===== src/rtl/mul_share_arb_if.sv =====
`default_nettype none
// ============================================================================
// Module      : mul_share_arb_if
// Description : Request/response bundle between NREQ requesters and the
//               shared multiplier arbiter.
//               master : requester side (drives requests, accepts results)
//               slave  : arbiter side (grants requests, returns results)
//   req_valid / req_ready : per-requester handshake (ready is one-hot or 0)
//   req_a / req_b         : packed operands, requester i at [i*W +: W]
//   req_a_uns             : 1 = operand A is unsigned
//   rsp_valid / rsp_ready : result handshake
//   rsp_id / rsp_p        : requester index and signed 2W-bit product
// Revision    : 1.0 - initial release
// ============================================================================
interface mul_share_arb_if #(
  parameter int NREQ = 4,
  parameter int W    = 8
) ();
  localparam int c_IDW = $clog2(NREQ);

  logic [NREQ-1:0]   req_valid;
  logic [NREQ-1:0]   req_ready;
  logic [NREQ*W-1:0] req_a;
  logic [NREQ*W-1:0] req_b;
  logic [NREQ-1:0]   req_a_uns;
  logic              rsp_valid;
  logic              rsp_ready;
  logic [c_IDW-1:0]  rsp_id;
  logic [2*W-1:0]    rsp_p;

  modport master (
    output req_valid, req_a, req_b, req_a_uns, rsp_ready,
    input  req_ready, rsp_valid, rsp_id, rsp_p
  );

  modport slave (
    input  req_valid, req_a, req_b, req_a_uns, rsp_ready,
    output req_ready, rsp_valid, rsp_id, rsp_p
  );
endinterface
`default_nettype wire


===== src/rtl/mul_share_arb.sv =====
`default_nettype none
// ============================================================================
// Module      : mul_share_arb
// Description : Round-robin arbiter sharing one LAT-stage signed multiplier
//               among NREQ requesters. Operand A is sign- or zero-extended
//               per request; operand B is always signed. Results are tagged
//               with the requester index.
// Ports       : clk, rst (synchronous, active high)
//               bus       : mul_share_arb_if.slave (requests and results)
//               stall_cnt : cycles with rsp_valid && !rsp_ready (saturating)
//               grant_cnt : per-requester 16-bit handshake counters
//               stall_cnt/grant_cnt exist only when MUL_ARB_STATS_EN is
//               defined.
// Revision    : 1.0 - initial release
// ============================================================================
module mul_share_arb #(
  parameter int NREQ = 4,
  parameter int W    = 8,
  parameter int LAT  = 2
) (
  input  wire logic          clk,
  input  wire logic          rst,
  mul_share_arb_if.slave     bus
`ifdef MUL_ARB_STATS_EN
  ,
  output logic [15:0]        stall_cnt,
  output logic [NREQ*16-1:0] grant_cnt
`endif
);
  localparam int c_IDW = $clog2(NREQ);

  // Pipeline state; index LAT-1 is the output stage.
  logic             r_vld [LAT];
  logic [c_IDW-1:0] r_id  [LAT];
  logic [2*W-1:0]   r_p   [LAT];
  logic [c_IDW-1:0] r_ptr;

  logic             w_adv;
  logic             w_gnt_vld;
  logic [c_IDW-1:0] w_gnt_id;
  logic [W-1:0]     w_a;
  logic [W-1:0]     w_b;
  logic             w_uns;
  int               w_idx;
  logic signed [W:0]     w_ax;
  logic signed [W:0]     w_bx;
  logic signed [2*W+1:0] w_full;

  // Pipeline only stalls when a result is held on the output.
  assign w_adv = !(r_vld[LAT-1] && !bus.rsp_ready);

  // Round-robin search starting at r_ptr; first valid requester wins.
  always_comb begin
    w_gnt_vld = 1'b0;
    w_gnt_id  = '0;
    w_a       = '0;
    w_b       = '0;
    w_uns     = 1'b0;
    w_idx     = 0;
    for (int i = 0; i < NREQ; i++) begin
      w_idx = int'(r_ptr) + i;
      if (w_idx >= NREQ) w_idx = w_idx - NREQ;
      if (!w_gnt_vld && bus.req_valid[w_idx] && w_adv && !rst) begin
        w_gnt_vld = 1'b1;
        w_gnt_id  = c_IDW'(w_idx);
        w_a       = bus.req_a[w_idx*W +: W];
        w_b       = bus.req_b[w_idx*W +: W];
        w_uns     = bus.req_a_uns[w_idx];
      end
    end
  end

  always_comb begin
    bus.req_ready = '0;
    if (w_gnt_vld) bus.req_ready[w_gnt_id] = 1'b1;
  end

  // W+1-bit extension keeps the product exact; the top two bits are
  // redundant and dropped.
  assign w_ax   = {(!w_uns && w_a[W-1]), w_a};
  assign w_bx   = {w_b[W-1], w_b};
  assign w_full = w_ax * w_bx;

  always_ff @(posedge clk) begin
    if (rst) begin
      r_ptr <= '0;
      for (int s = 0; s < LAT; s++) begin
        r_vld[s] <= 1'b0;
        r_id[s]  <= '0;
        r_p[s]   <= '0;
      end
    end else if (w_adv) begin
      if (w_gnt_vld)
        r_ptr <= (w_gnt_id == c_IDW'(NREQ-1)) ? '0 : w_gnt_id + c_IDW'(1);
      r_vld[0] <= w_gnt_vld;
      r_id[0]  <= w_gnt_id;
      r_p[0]   <= w_gnt_vld ? w_full[2*W-1:0] : '0;
      for (int s = 1; s < LAT; s++) begin
        r_vld[s] <= r_vld[s-1];
        r_id[s]  <= r_id[s-1];
        r_p[s]   <= r_p[s-1];
      end
    end
  end

  assign bus.rsp_valid = r_vld[LAT-1];
  assign bus.rsp_id    = r_id[LAT-1];
  assign bus.rsp_p     = r_p[LAT-1];

`ifdef MUL_ARB_STATS_EN
  logic [15:0] r_stall_cnt;

  always_ff @(posedge clk) begin
    if (rst)
      r_stall_cnt <= '0;
    else if (r_vld[LAT-1] && !bus.rsp_ready && r_stall_cnt != 16'hFFFF)
      r_stall_cnt <= r_stall_cnt + 16'd1;
  end
  assign stall_cnt = r_stall_cnt;

  for (genvar gi = 0; gi < NREQ; gi++) begin : g_grant_cnt
    logic [15:0] r_gcnt;
    always_ff @(posedge clk) begin
      if (rst)
        r_gcnt <= '0;
      else if (bus.req_valid[gi] && bus.req_ready[gi] && r_gcnt != 16'hFFFF)
        r_gcnt <= r_gcnt + 16'd1;
    end
    assign grant_cnt[gi*16 +: 16] = r_gcnt;
  end
`endif
endmodule
`default_nettype wire


===== src/flat_wrapper.sv =====
// flat-port wrapper written by rule: the top's interface ports become plain ports
module mul_share_arb_flat 
#(
  parameter int NREQ = 4,
  parameter int W    = 8,
  parameter int LAT  = 2
)
  (clk, rst, bus_req_valid, bus_req_a, bus_req_b, bus_req_a_uns, bus_rsp_ready, bus_req_ready, bus_rsp_valid, bus_rsp_id, bus_rsp_p);
  mul_share_arb_if #(.NREQ(NREQ), .W(W)) bus_i ();
  input  wire logic clk;
  input  wire logic rst;
  input wire logic [$bits(bus_i.req_valid)-1:0] bus_req_valid;
  input wire logic [$bits(bus_i.req_a)-1:0] bus_req_a;
  input wire logic [$bits(bus_i.req_b)-1:0] bus_req_b;
  input wire logic [$bits(bus_i.req_a_uns)-1:0] bus_req_a_uns;
  input wire logic [$bits(bus_i.rsp_ready)-1:0] bus_rsp_ready;
  output wire logic [$bits(bus_i.req_ready)-1:0] bus_req_ready;
  output wire logic [$bits(bus_i.rsp_valid)-1:0] bus_rsp_valid;
  output wire logic [$bits(bus_i.rsp_id)-1:0] bus_rsp_id;
  output wire logic [$bits(bus_i.rsp_p)-1:0] bus_rsp_p;
  assign bus_i.req_valid = bus_req_valid;
  assign bus_i.req_a = bus_req_a;
  assign bus_i.req_b = bus_req_b;
  assign bus_i.req_a_uns = bus_req_a_uns;
  assign bus_i.rsp_ready = bus_rsp_ready;
  assign bus_req_ready = bus_i.req_ready;
  assign bus_rsp_valid = bus_i.rsp_valid;
  assign bus_rsp_id = bus_i.rsp_id;
  assign bus_rsp_p = bus_i.rsp_p;
  mul_share_arb #(.NREQ(NREQ), .W(W), .LAT(LAT)) u_core (.clk(clk), .rst(rst), .bus(bus_i));
endmodule

===== config.mk =====
export PLATFORM = sky130hd
export DESIGN_NAME = mul_share_arb_flat
export DESIGN_NICKNAME = d
export VERILOG_FILES = /design/src/rtl/mul_share_arb_if.sv /design/src/rtl/mul_share_arb.sv /design/src/flat_wrapper.sv
export SDC_FILE = /design/constraint.sdc
export NUM_CORES = 1
export LEC_CHECK = 0
export ABC_AREA = 0
export CELL_PAD_IN_SITES_DETAIL_PLACEMENT = 1
export CELL_PAD_IN_SITES_GLOBAL_PLACEMENT = 1
export CORE_MARGIN = 10
export CORE_UTILIZATION = 35
export CTS_BUF_LIST = sky130_fd_sc_hd__clkbuf_8
export DETAILED_ROUTE_END_ITERATION = 6
export PLACE_DENSITY = 0.73
export SLEW_MARGIN = 20
export SYNTH_ARGS = -nofsm -noshare
export SYNTH_HDL_FRONTEND = slang
export SYNTH_SLANG_ARGS = --single-unit

===== constraint.sdc =====
create_clock -name clk -period 9.5 [get_ports clk]
set_clock_uncertainty 0.05 [all_clocks]
set_input_delay 1.9 -clock clk [delete_from_list [all_inputs] [get_ports clk]]
set_output_delay 1.9 -clock clk [all_outputs]
set_load 0.005 [all_outputs]

==> results of run 1 <==
==> what timing repair did <==
action | 4_1_cts | 5_1_grt
gates resized for setup | 0 | 2
buffers inserted | 0 | 0
endpoints found under the setup margin | 0 | 1
==> metal layers <==
layer  GRT usage (%)  part of all wire [%]  routed length, µm
met2           26.58                    48               9250
met5               0                     0                  0
met4           4.541                   1.5                294
met3           2.415                   5.6               1079
met1           20.97                    45               8581
==> sequential cells by signal, indices dropped and copies added (netlist names) <==
signal        flops
u_core.r_id       4
u_core.r_vld      2
u_core.r_p       32
u_core.r_ptr      2
==> logic make-up (layout without fill, tap and decap cells) <==
group,count (synthesis),count (layout)
fa+ha+maj,96,96
xor+xnor,11,11
compound gates,99,99
buf+inv,143,218
mux,93,93
flops,40,40
simple gates,208,208
==> where the power goes <==
part           leakage (nW)  switching [mW]  internal, mW
combinational          2.75           0.423         0.341
sequential            0.466          0.0138         0.239
clock                0.0391          0.0566        0.0484
total                  3.25           0.493         0.628
==> worst max-delay path, delay by kind of cell <==
| kind | cells | cell delay (ns) |
|---|---|---|
| AO/OA/AOI/OAI | 8 | 1.61 |
| adder cells (fa/ha/maj) | 5 | 2.35 |
| buffers and inverters | 5 | 0.82 |
| multiplexers | 2 | 0.73 |
| AND/OR/NAND/NOR | 5 | 1.50 |
==> cell usage in the layout, fill, tap and decap left out, types with 4 or more instances in the layout <==
cell type	count
clkdlybuf4s50_1	97
inv_1	93
nor3_2	4
clkbuf_8	5
nand3_1	8
and2_1	36
a21o_1	6
mux2i_1	53
a211oi_1	4
o22ai_1	10
o21ai_0	18
or2_2	13
xor2_1	5
and3_1	7
nor2b_1	9
a21oi_1	30
nor2_1	79
buf_4	20
nor3_1	14
mux4_2	27
fa_1	58
edfxtp_1	38
ha_1	38
nand2_1	20
xnor2_1	6
mux2_2	9
==> path summary, 6_finish.rpt <==
check	from	end	slack, ns	depth (start not counted)
max reg2reg	u_core.r_ptr[0]	u_core.r_p[0][15]	1.59	26
max	bus_req_valid[2]	u_core.r_p[0][15]	0.59	25
min reg2reg	u_core.r_p[0][2]	u_core.r_p[0][18]	0.47	1
min	u_core.r_p[0][2]	u_core.r_p[0][18]	0.47	1
==> cell type report <==
class                   instances  share of cell area [%]
clock buffers                   5                  0.8793
clock inverters                 2                 0.09592
inverters                      93                   4.460
multi-input cells             507                   61.29
flip-flops and latches         40                   15.14
well taps                     234                   3.741
repair buffers                118                   14.39
==> flow_summary.html, run 1 <==
<table>
<tr><th>Metric</th><th>Value</th></tr>
<tr><th colspan="2">Status</th></tr>
<tr><td>Run status</td><td>complete, no violations</td></tr>
<tr><th colspan="2">Final layout</th></tr>
<tr><td>Area growth syn-to-layout</td><td>18.04%</td></tr>
<tr><td>Net count, final</td><td>936</td></tr>
<tr><td>Multi-input combinational cell area</td><td>0.004797 mm²</td></tr>
<tr><td>Number of filler cells placed in the layout</td><td>2110</td></tr>
<tr><td>Footprint of the flip-flops and latches</td><td>0.001185 mm²</td></tr>
<tr><td>Non-Filler Instances</td><td>999</td></tr>
<tr><td>Cell area after layout</td><td>0.007826 mm²</td></tr>
<tr><td>Diodes inserted</td><td>0</td></tr>
<tr><td>Core utilization of the finished layout</td><td>41.98%</td></tr>
<tr><td>Fraction of final layout cells with drive strength greater than 1</td><td>12.29%</td></tr>
<tr><th colspan="2">STA</th></tr>
<tr><td>Number of hold-slack violations in the final timing report</td><td>0</td></tr>
<tr><td>Tmin final</td><td>8.906 ns</td></tr>
<tr><td>Worst hold margin</td><td>0.4699 ns</td></tr>
<tr><td>Part of the cycle the worst path needs</td><td>93.74%</td></tr>
<tr><td>Count of endpoints failing setup in the final report</td><td>0</td></tr>
<tr><td>Peak Freq</td><td>112.3 MHz</td></tr>
<tr><td>Normalized max-slew margin</td><td>33.15%</td></tr>
<tr><td>Actual transition at the worst max-transition pin</td><td>1.003 ns</td></tr>
<tr><td>Setup repair after global routing missed its margin</td><td>no</td></tr>
<tr><td>Setup Total Neg Slack</td><td>0 ns</td></tr>
<tr><td>Final max-slew violation count</td><td>0</td></tr>
<tr><td>Setup slack after layout</td><td>0.5944 ns</td></tr>
<tr><th colspan="2">Logic synthesis</th></tr>
<tr><td>Share of flip-flops with an asynchronous set or reset after synthesis</td><td>0%</td></tr>
<tr><td>Complex-gate fraction of the synthesized area</td><td>10.04%</td></tr>
<tr><td>Number of standard cells after synthesis</td><td>690</td></tr>
<tr><td>Post-synthesis net count</td><td>861</td></tr>
<tr><td>Mapped cell area</td><td>0.006630 mm²</td></tr>
<tr><td>Post-synthesis share of cell area spent on and, or, nand and nor gates</td><td>16.10%</td></tr>
<tr><td>Average cell area after synthesis</td><td>9.609 µm²</td></tr>
<tr><td>Arithmetic-cell share of the synthesized area counting full adders, half adders and majority gates</td><td>24.68%</td></tr>
<tr><td>Top-area cell type share of the netlist area</td><td>17.51%</td></tr>
<tr><td>Synthesized-area fraction occupied by xor and xnor cells</td><td>1.453%</td></tr>
<tr><td>Most common cell in the netlist</td><td>inv_1</td></tr>
<tr><td>Sequential cell area fraction in the yosys report</td><td>17.81%</td></tr>
<tr><td>Ys Warns</td><td>0</td></tr>
<tr><td>Biggest area consumer among synthesized cells</td><td>fa_1</td></tr>
<tr><td>Mux cell area share after synthesis</td><td>19.89%</td></tr>
<tr><td>Post-synthesis cell type count</td><td>66</td></tr>
<tr><td>Commonest cells in the synthesized netlist</td><td>inv_1 (93), nor2_1 (79), fa_1 (58)</td></tr>
<tr><td>Synth top area cells</td><td>fa_1 (18%), edfxtp_1 (17%), mux4_2 (9.2%), mux2i_1 (8.0%), ha_1 (7.2%)</td></tr>
<tr><td>Dominant combinational cell family by area after synthesis</td><td>adder cells</td></tr>
<tr><td>Number of enable flip-flop cells after synthesis</td><td>38</td></tr>
<tr><td>Predominant post-synthesis flop cell</td><td>edfxtp_1</td></tr>
<tr><td>Yosys reg bits</td><td>40</td></tr>
<tr><th colspan="2">Die</th></tr>
<tr><td>Row Count</td><td>50</td></tr>
<tr><td>Initial core utilization</td><td>35.56%</td></tr>
<tr><td>Number of primary I/O pins</td><td>98</td></tr>
<tr><td>Placeable core region</td><td>0.01864 mm²</td></tr>
<tr><td>Die footprint</td><td>0.02485 mm²</td></tr>
<tr><td>Width of the chip</td><td>157.6 µm</td></tr>
<tr><td>Height of the chip</td><td>157.6 µm</td></tr>
<tr><th colspan="2">Drt</th></tr>
<tr><td>Routed length per instance</td><td>19.22 µm</td></tr>
<tr><td>Routed via count divided by cell count</td><td>5.428</td></tr>
<tr><td>Via count</td><td>5423</td></tr>
<tr><td>DRT iter0 DRCs</td><td>323</td></tr>
<tr><td>Count of unresolved DRC violations after routing</td><td>0</td></tr>
<tr><td>1st-pass router iterations</td><td>5</td></tr>
<tr><td>Detailed Route WL</td><td>19210 µm</td></tr>
<tr><td>Count of antenna-violating nets left after detailed routing</td><td>0</td></tr>
<tr><th colspan="2">CTS</th></tr>
<tr><td>TritonCTS clock tree</td><td>yes</td></tr>
<tr><td>Number of CTS-inserted buffers</td><td>5</td></tr>
<tr><td>Register clock-pin slew on the reported worst setup and hold paths</td><td>0.07 ns</td></tr>
<tr><td>Insertion delay to the later sink of the worst-skew pair</td><td>0.30 ns</td></tr>
<tr><td>Count of clock tree sinks</td><td>40</td></tr>
<tr><td>Hold buffers post-CTS</td><td>0</td></tr>
<tr><td>H-tree lvl count</td><td>2</td></tr>
<tr><td>Root Buffer</td><td>clkbuf_8</td></tr>
<tr><td>Clock Tree Buf Depth</td><td>2</td></tr>
<tr><th colspan="2">Setup path</th></tr>
<tr><td>Worst endpoint data arrival time</td><td>8.91 ns</td></tr>
<tr><td>Endpoint required time on the critical path</td><td>9.51 ns</td></tr>
<tr><td>Slowest stage cell on the critical path</td><td>mux4_2</td></tr>
<tr><td>Endpoint kind of the worst setup timing path</td><td>flip-flop</td></tr>
<tr><td>Critical path fanouts, max</td><td>11</td></tr>
<tr><td>Crit path launch type</td><td>input pin</td></tr>
<tr><td>Crit Path Category</td><td>in2reg</td></tr>
<tr><td>Maximum cell stage delay along the critical path</td><td>0.67 ns</td></tr>
<tr><th colspan="2">Global route</th></tr>
<tr><td>Pin count of the biggest net entering global routing</td><td>66</td></tr>
<tr><td>Via count of the first global-routing pass</td><td>6014</td></tr>
<tr><td>Initial antenna violation count</td><td>0</td></tr>
<tr><td>Wire length of the first global-routing pass</td><td>31920 µm</td></tr>
<tr><td>Aggregate global routing overflow</td><td>0</td></tr>
<tr><td>Global router's overall resource usage</td><td>15.96%</td></tr>
<tr><th colspan="2">Hold path</th></tr>
<tr><td>Min-Delay Path Class</td><td>reg2reg</td></tr>
<tr><th colspan="2">Power and ir drop</th></tr>
<tr><td>Cell leakage power</td><td>3.251 nW</td></tr>
<tr><td>VDD IR max</td><td>48.66 µV</td></tr>
<tr><td>Final Total Pwr</td><td>1.121 mW</td></tr>
<tr><td>Ratio of total power to cell area</td><td>143.3 mW/mm²</td></tr>
<tr><th colspan="2">Place</th></tr>
<tr><td>Placed wire-length estimate after detailed placement</td><td>15870 µm</td></tr>
<tr><td>Setup slack after placement</td><td>0.2311 ns</td></tr>
<tr><td>Placed Instances</td><td>992</td></tr>
<tr><td>Weighted congestion reported at the end of routability-driven placement</td><td>0.8476</td></tr>
<tr><td>Port Buf Inserts</td><td>97</td></tr>
<tr><td>Total placed instance area</td><td>0.007740 mm²</td></tr>
<tr><th colspan="2">Flow run</th></tr>
<tr><td>Reported max-cap violation count</td><td>0</td></tr>
</table>
Power figures use the tool's default switching activity.
==> run 2: changes to the inputs <==
- CORE_MARGIN: 10 -> 3
==> flow_summary.html, run 2 (synthesis results as in run 1) <==
<table>
<tr><th>Metric</th><th>Value</th></tr>
<tr><th colspan="2">Die</th></tr>
<tr><td>Row Count</td><td>49</td></tr>
<tr><td>Placeable core region</td><td>0.01827 mm²</td></tr>
<tr><td>Number of primary I/O pins</td><td>98</td></tr>
<tr><td>Width of the chip</td><td>143.6 µm</td></tr>
<tr><td>Die footprint</td><td>0.02063 mm²</td></tr>
<tr><td>Height of the chip</td><td>143.6 µm</td></tr>
<tr><td>Initial core utilization</td><td>36.29%</td></tr>
<tr><th colspan="2">Final layout</th></tr>
<tr><td>Net count, final</td><td>934</td></tr>
<tr><td>Core utilization of the finished layout</td><td>42.88%</td></tr>
<tr><td>Most common cell after layout, fill and taps aside</td><td>clkdlybuf4s50_1</td></tr>
<tr><td>Flip-flop count of the largest register, all copies and words added</td><td>32</td></tr>
<tr><td>Register name with the most flops</td><td>u_core.r_p</td></tr>
<tr><td>Area growth syn-to-layout</td><td>18.15%</td></tr>
<tr><td>Highest-count cells in the layout ignoring fill and taps</td><td>clkdlybuf4s50_1 (97), inv_1 (94), nor2_1 (79)</td></tr>
<tr><td>Fraction of final layout cells with drive strength greater than 1</td><td>12.17%</td></tr>
<tr><td>Number of filler cells placed in the layout</td><td>2074</td></tr>
<tr><td>Diodes inserted</td><td>0</td></tr>
<tr><td>Largest registers</td><td>u_core.r_p (32), u_core.r_id (4)</td></tr>
<tr><th colspan="2">STA</th></tr>
<tr><td>Normalized max-slew margin</td><td>29.74%</td></tr>
<tr><td>Tmin final</td><td>9.021 ns</td></tr>
<tr><td>Final max-slew violation count</td><td>0</td></tr>
<tr><td>Actual transition at the worst max-transition pin</td><td>1.048 ns</td></tr>
<tr><td>Number of hold-slack violations in the final timing report</td><td>0</td></tr>
<tr><td>Peak Freq</td><td>110.8 MHz</td></tr>
<tr><td>Setup Total Neg Slack</td><td>0 ns</td></tr>
<tr><td>Setup repair after global routing missed its margin</td><td>no</td></tr>
<tr><td>Worst hold margin</td><td>0.4666 ns</td></tr>
<tr><td>Part of the cycle the worst path needs</td><td>94.96%</td></tr>
<tr><td>Count of endpoints failing setup in the final report</td><td>0</td></tr>
<tr><th colspan="2">Place</th></tr>
<tr><td>Weighted congestion reported at the end of routability-driven placement</td><td>0.8988</td></tr>
<tr><td>Placed wire-length estimate after detailed placement</td><td>15350 µm</td></tr>
<tr><td>Port Buf Inserts</td><td>97</td></tr>
<tr><th colspan="2">Drt</th></tr>
<tr><td>Routed via count divided by cell count</td><td>5.469</td></tr>
<tr><td>Via count</td><td>5431</td></tr>
<tr><td>Count of antenna-violating nets left after detailed routing</td><td>0</td></tr>
<tr><td>Detailed Route WL</td><td>18680 µm</td></tr>
<tr><td>DRT iter0 DRCs</td><td>260</td></tr>
<tr><td>Routed length per instance</td><td>18.81 µm</td></tr>
<tr><td>1st-pass router iterations</td><td>4</td></tr>
<tr><td>Count of unresolved DRC violations after routing</td><td>0</td></tr>
<tr><th colspan="2">Power and ir drop</th></tr>
<tr><td>VDD IR max</td><td>55.97 µV</td></tr>
<tr><td>Relative contribution of the clock network to total power</td><td>11.8%</td></tr>
<tr><td>Cell leakage power</td><td>3.263 nW</td></tr>
<tr><td>Relative contribution of sequential cells to total power</td><td>21.9%</td></tr>
<tr><td>Cell-internal power</td><td>0.6577 mW</td></tr>
<tr><td>Ratio of total power to cell area</td><td>147.8 mW/mm²</td></tr>
<tr><td>Switching power total</td><td>0.5002 mW</td></tr>
<tr><td>Logic gate share of total power</td><td>66.3%</td></tr>
<tr><td>Switching portion of total power</td><td>43.20%</td></tr>
<tr><th colspan="2">Hold path</th></tr>
<tr><td>Min-Delay Path Class</td><td>reg2reg</td></tr>
<tr><td>Worst Hold Endpoint</td><td>u_core.r_id[0][3]</td></tr>
<tr><td>Worst Min Path Start</td><td>u_core.r_id[0][1]</td></tr>
<tr><td>Worst Hold Depth</td><td>1</td></tr>
<tr><th colspan="2">Setup path</th></tr>
<tr><td>Crit path launch type</td><td>input pin</td></tr>
<tr><td>Cell family contributing the most delay on the critical path</td><td>compound AO/OA/AOI/OAI gates</td></tr>
<tr><td>Crit Path Category</td><td>in2reg</td></tr>
<tr><td>Source of the worst register-to-register timing path</td><td>u_core.r_ptr[0]</td></tr>
<tr><td>Reg2Reg Capture Point</td><td>u_core.r_p[0][15]</td></tr>
<tr><td>R2r setup slk</td><td>1.30 ns</td></tr>
<tr><td>Endpoint kind of the worst setup timing path</td><td>flip-flop</td></tr>
<tr><td>Cell occurring most often along the worst timing path</td><td>inv_1</td></tr>
<tr><td>Worst path buffer plus inverter count</td><td>7</td></tr>
<tr><td>Critical path fanouts, max</td><td>12</td></tr>
<tr><td>Crit path from</td><td>bus_req_valid[3]</td></tr>
<tr><td>Slowest stage cell on the critical path</td><td>a211oi_1</td></tr>
<tr><td>Worst endpoint data arrival time</td><td>9.02 ns</td></tr>
<tr><td>Endpoint required time on the critical path</td><td>9.50 ns</td></tr>
<tr><td>Maximum cell stage delay along the critical path</td><td>0.83 ns</td></tr>
<tr><td>Depth of the worst register-to-register path</td><td>27</td></tr>
<tr><th colspan="2">Global route</th></tr>
<tr><td>Via count of the first global-routing pass</td><td>5970</td></tr>
<tr><td>Aggregate global routing overflow</td><td>0</td></tr>
<tr><td>Wire length of the first global-routing pass</td><td>30480 µm</td></tr>
<tr><td>Initial antenna violation count</td><td>0</td></tr>
<tr><td>Global router's overall resource usage</td><td>18.28%</td></tr>
<tr><td>Pin count of the biggest net entering global routing</td><td>61</td></tr>
<tr><th colspan="2">Status</th></tr>
<tr><td>Run status</td><td>complete, no violations</td></tr>
<tr><th colspan="2">CTS</th></tr>
<tr><td>Post-CTS Resized</td><td>0</td></tr>
<tr><td>TritonCTS clock tree</td><td>yes</td></tr>
<tr><td>Count of buffers added by post-CTS timing repair for setup</td><td>0</td></tr>
<tr><td>Count of clock tree sinks</td><td>40</td></tr>
<tr><td>Register clock-pin slew on the reported worst setup and hold paths</td><td>0.08 ns</td></tr>
<tr><td>Insertion delay to the later sink of the worst-skew pair</td><td>0.29 ns</td></tr>
<tr><td>Root Buffer</td><td>clkbuf_8</td></tr>
<tr><td>Clock Tree Buf Depth</td><td>2</td></tr>
<tr><td>H-tree lvl count</td><td>2</td></tr>
<tr><td>Number of CTS-inserted buffers</td><td>5</td></tr>
<tr><td>Hold buffers post-CTS</td><td>0</td></tr>
<tr><th colspan="2">Flow run</th></tr>
<tr><td>Reported max-cap violation count</td><td>0</td></tr>
</table>
run 2: cell count changes in the layout (fill, tap and decap cells not counted), sizes merged:
cell    change
bufinv      +1
clkinv      -1
buf         -2
inv         +1
run 2: layout make-up:
class	instances	area (µm²)	area share (%)
Tap cell	229	286.5	3.658
Clock inverter	3	38.79	0.4951
Multi-Input combinational cell	507	4792	61.17
Inverter	93	349.1	4.456
Sequential cell	40	1185	15.13
Clock buffer	5	68.82	0.8785
Timing Repair Buffer	116	1114	14.22
run 2: worst max path at each step:
stage               cells after the start                 to  slack, ns
finish                                 26  u_core.r_p[0][15]       0.48
detailed placement                     24  u_core.r_p[0][15]       0.24
floorplan                              26  u_core.r_p[0][15]       1.43
global placement                       24  u_core.r_p[0][15]       0.42
CTS                                    24  u_core.r_p[0][15]       0.53
global route                           27  u_core.r_p[0][15]       0.01
run 2: metrics by stage:
step	setup WS (ns)	power, mW	std cells	cell area, µm²
floorplan	1.434	0.8046	690	6630
global placement	0.4219	0.9877	985	7721
detailed placement	0.2383	1.030	985	7721
CTS	0.5305	1.173	993	7829
global route	0.01469	1.271	993	7834
finish	0.4786	1.158	993	7834
run 2: worst reg2reg max path, stage by stage, from the launching register on:
cell and delay, ns:
dfxtp_4 0.68, buf_4 0.81, ha_1 0.31, inv_1 0.04, o2111ai_1 0.48, buf_4 0.33, o22ai_1 0.11, a211oi_1 0.83
buf_4 0.28, nor2_1 0.05, ha_1 0.30, inv_1 0.05, fa_1 0.50, inv_1 0.05, ha_1 0.27, inv_1 0.05
fa_1 0.58, inv_1 0.06, ha_1 0.29, a21o_1 0.18, a21oi_1 0.23, o21ai_0 0.15, a31oi_1 0.25, o21ai_0 0.17
o41ai_1 0.50, nand2b_1 0.18, mux2i_1 0.06, nand2b_1 0.14
run 2: power groups by stage:
stage / sequential (mW) / clock, mW / combinational (mW)
2_1_floorplan: 0.249 / 0 / 0.555
3_3_place_gp: 0.256 / 0 / 0.732
3_5_place_dp: 0.259 / 0 / 0.771
4_1_cts: 0.255 / 0.140 / 0.777
5_1_grt: 0.258 / 0.146 / 0.867
6_report: 0.254 / 0.137 / 0.767
run 2: layer usage:
layer	vias to the layer above	GRT usage [%]	routed length, µm
met4	0	4.410	283
met3	21	1.664	626
li1	2509	-	-
met1	2778	25.26	8685
met5	-	0	0
met2	123	31.11	9084
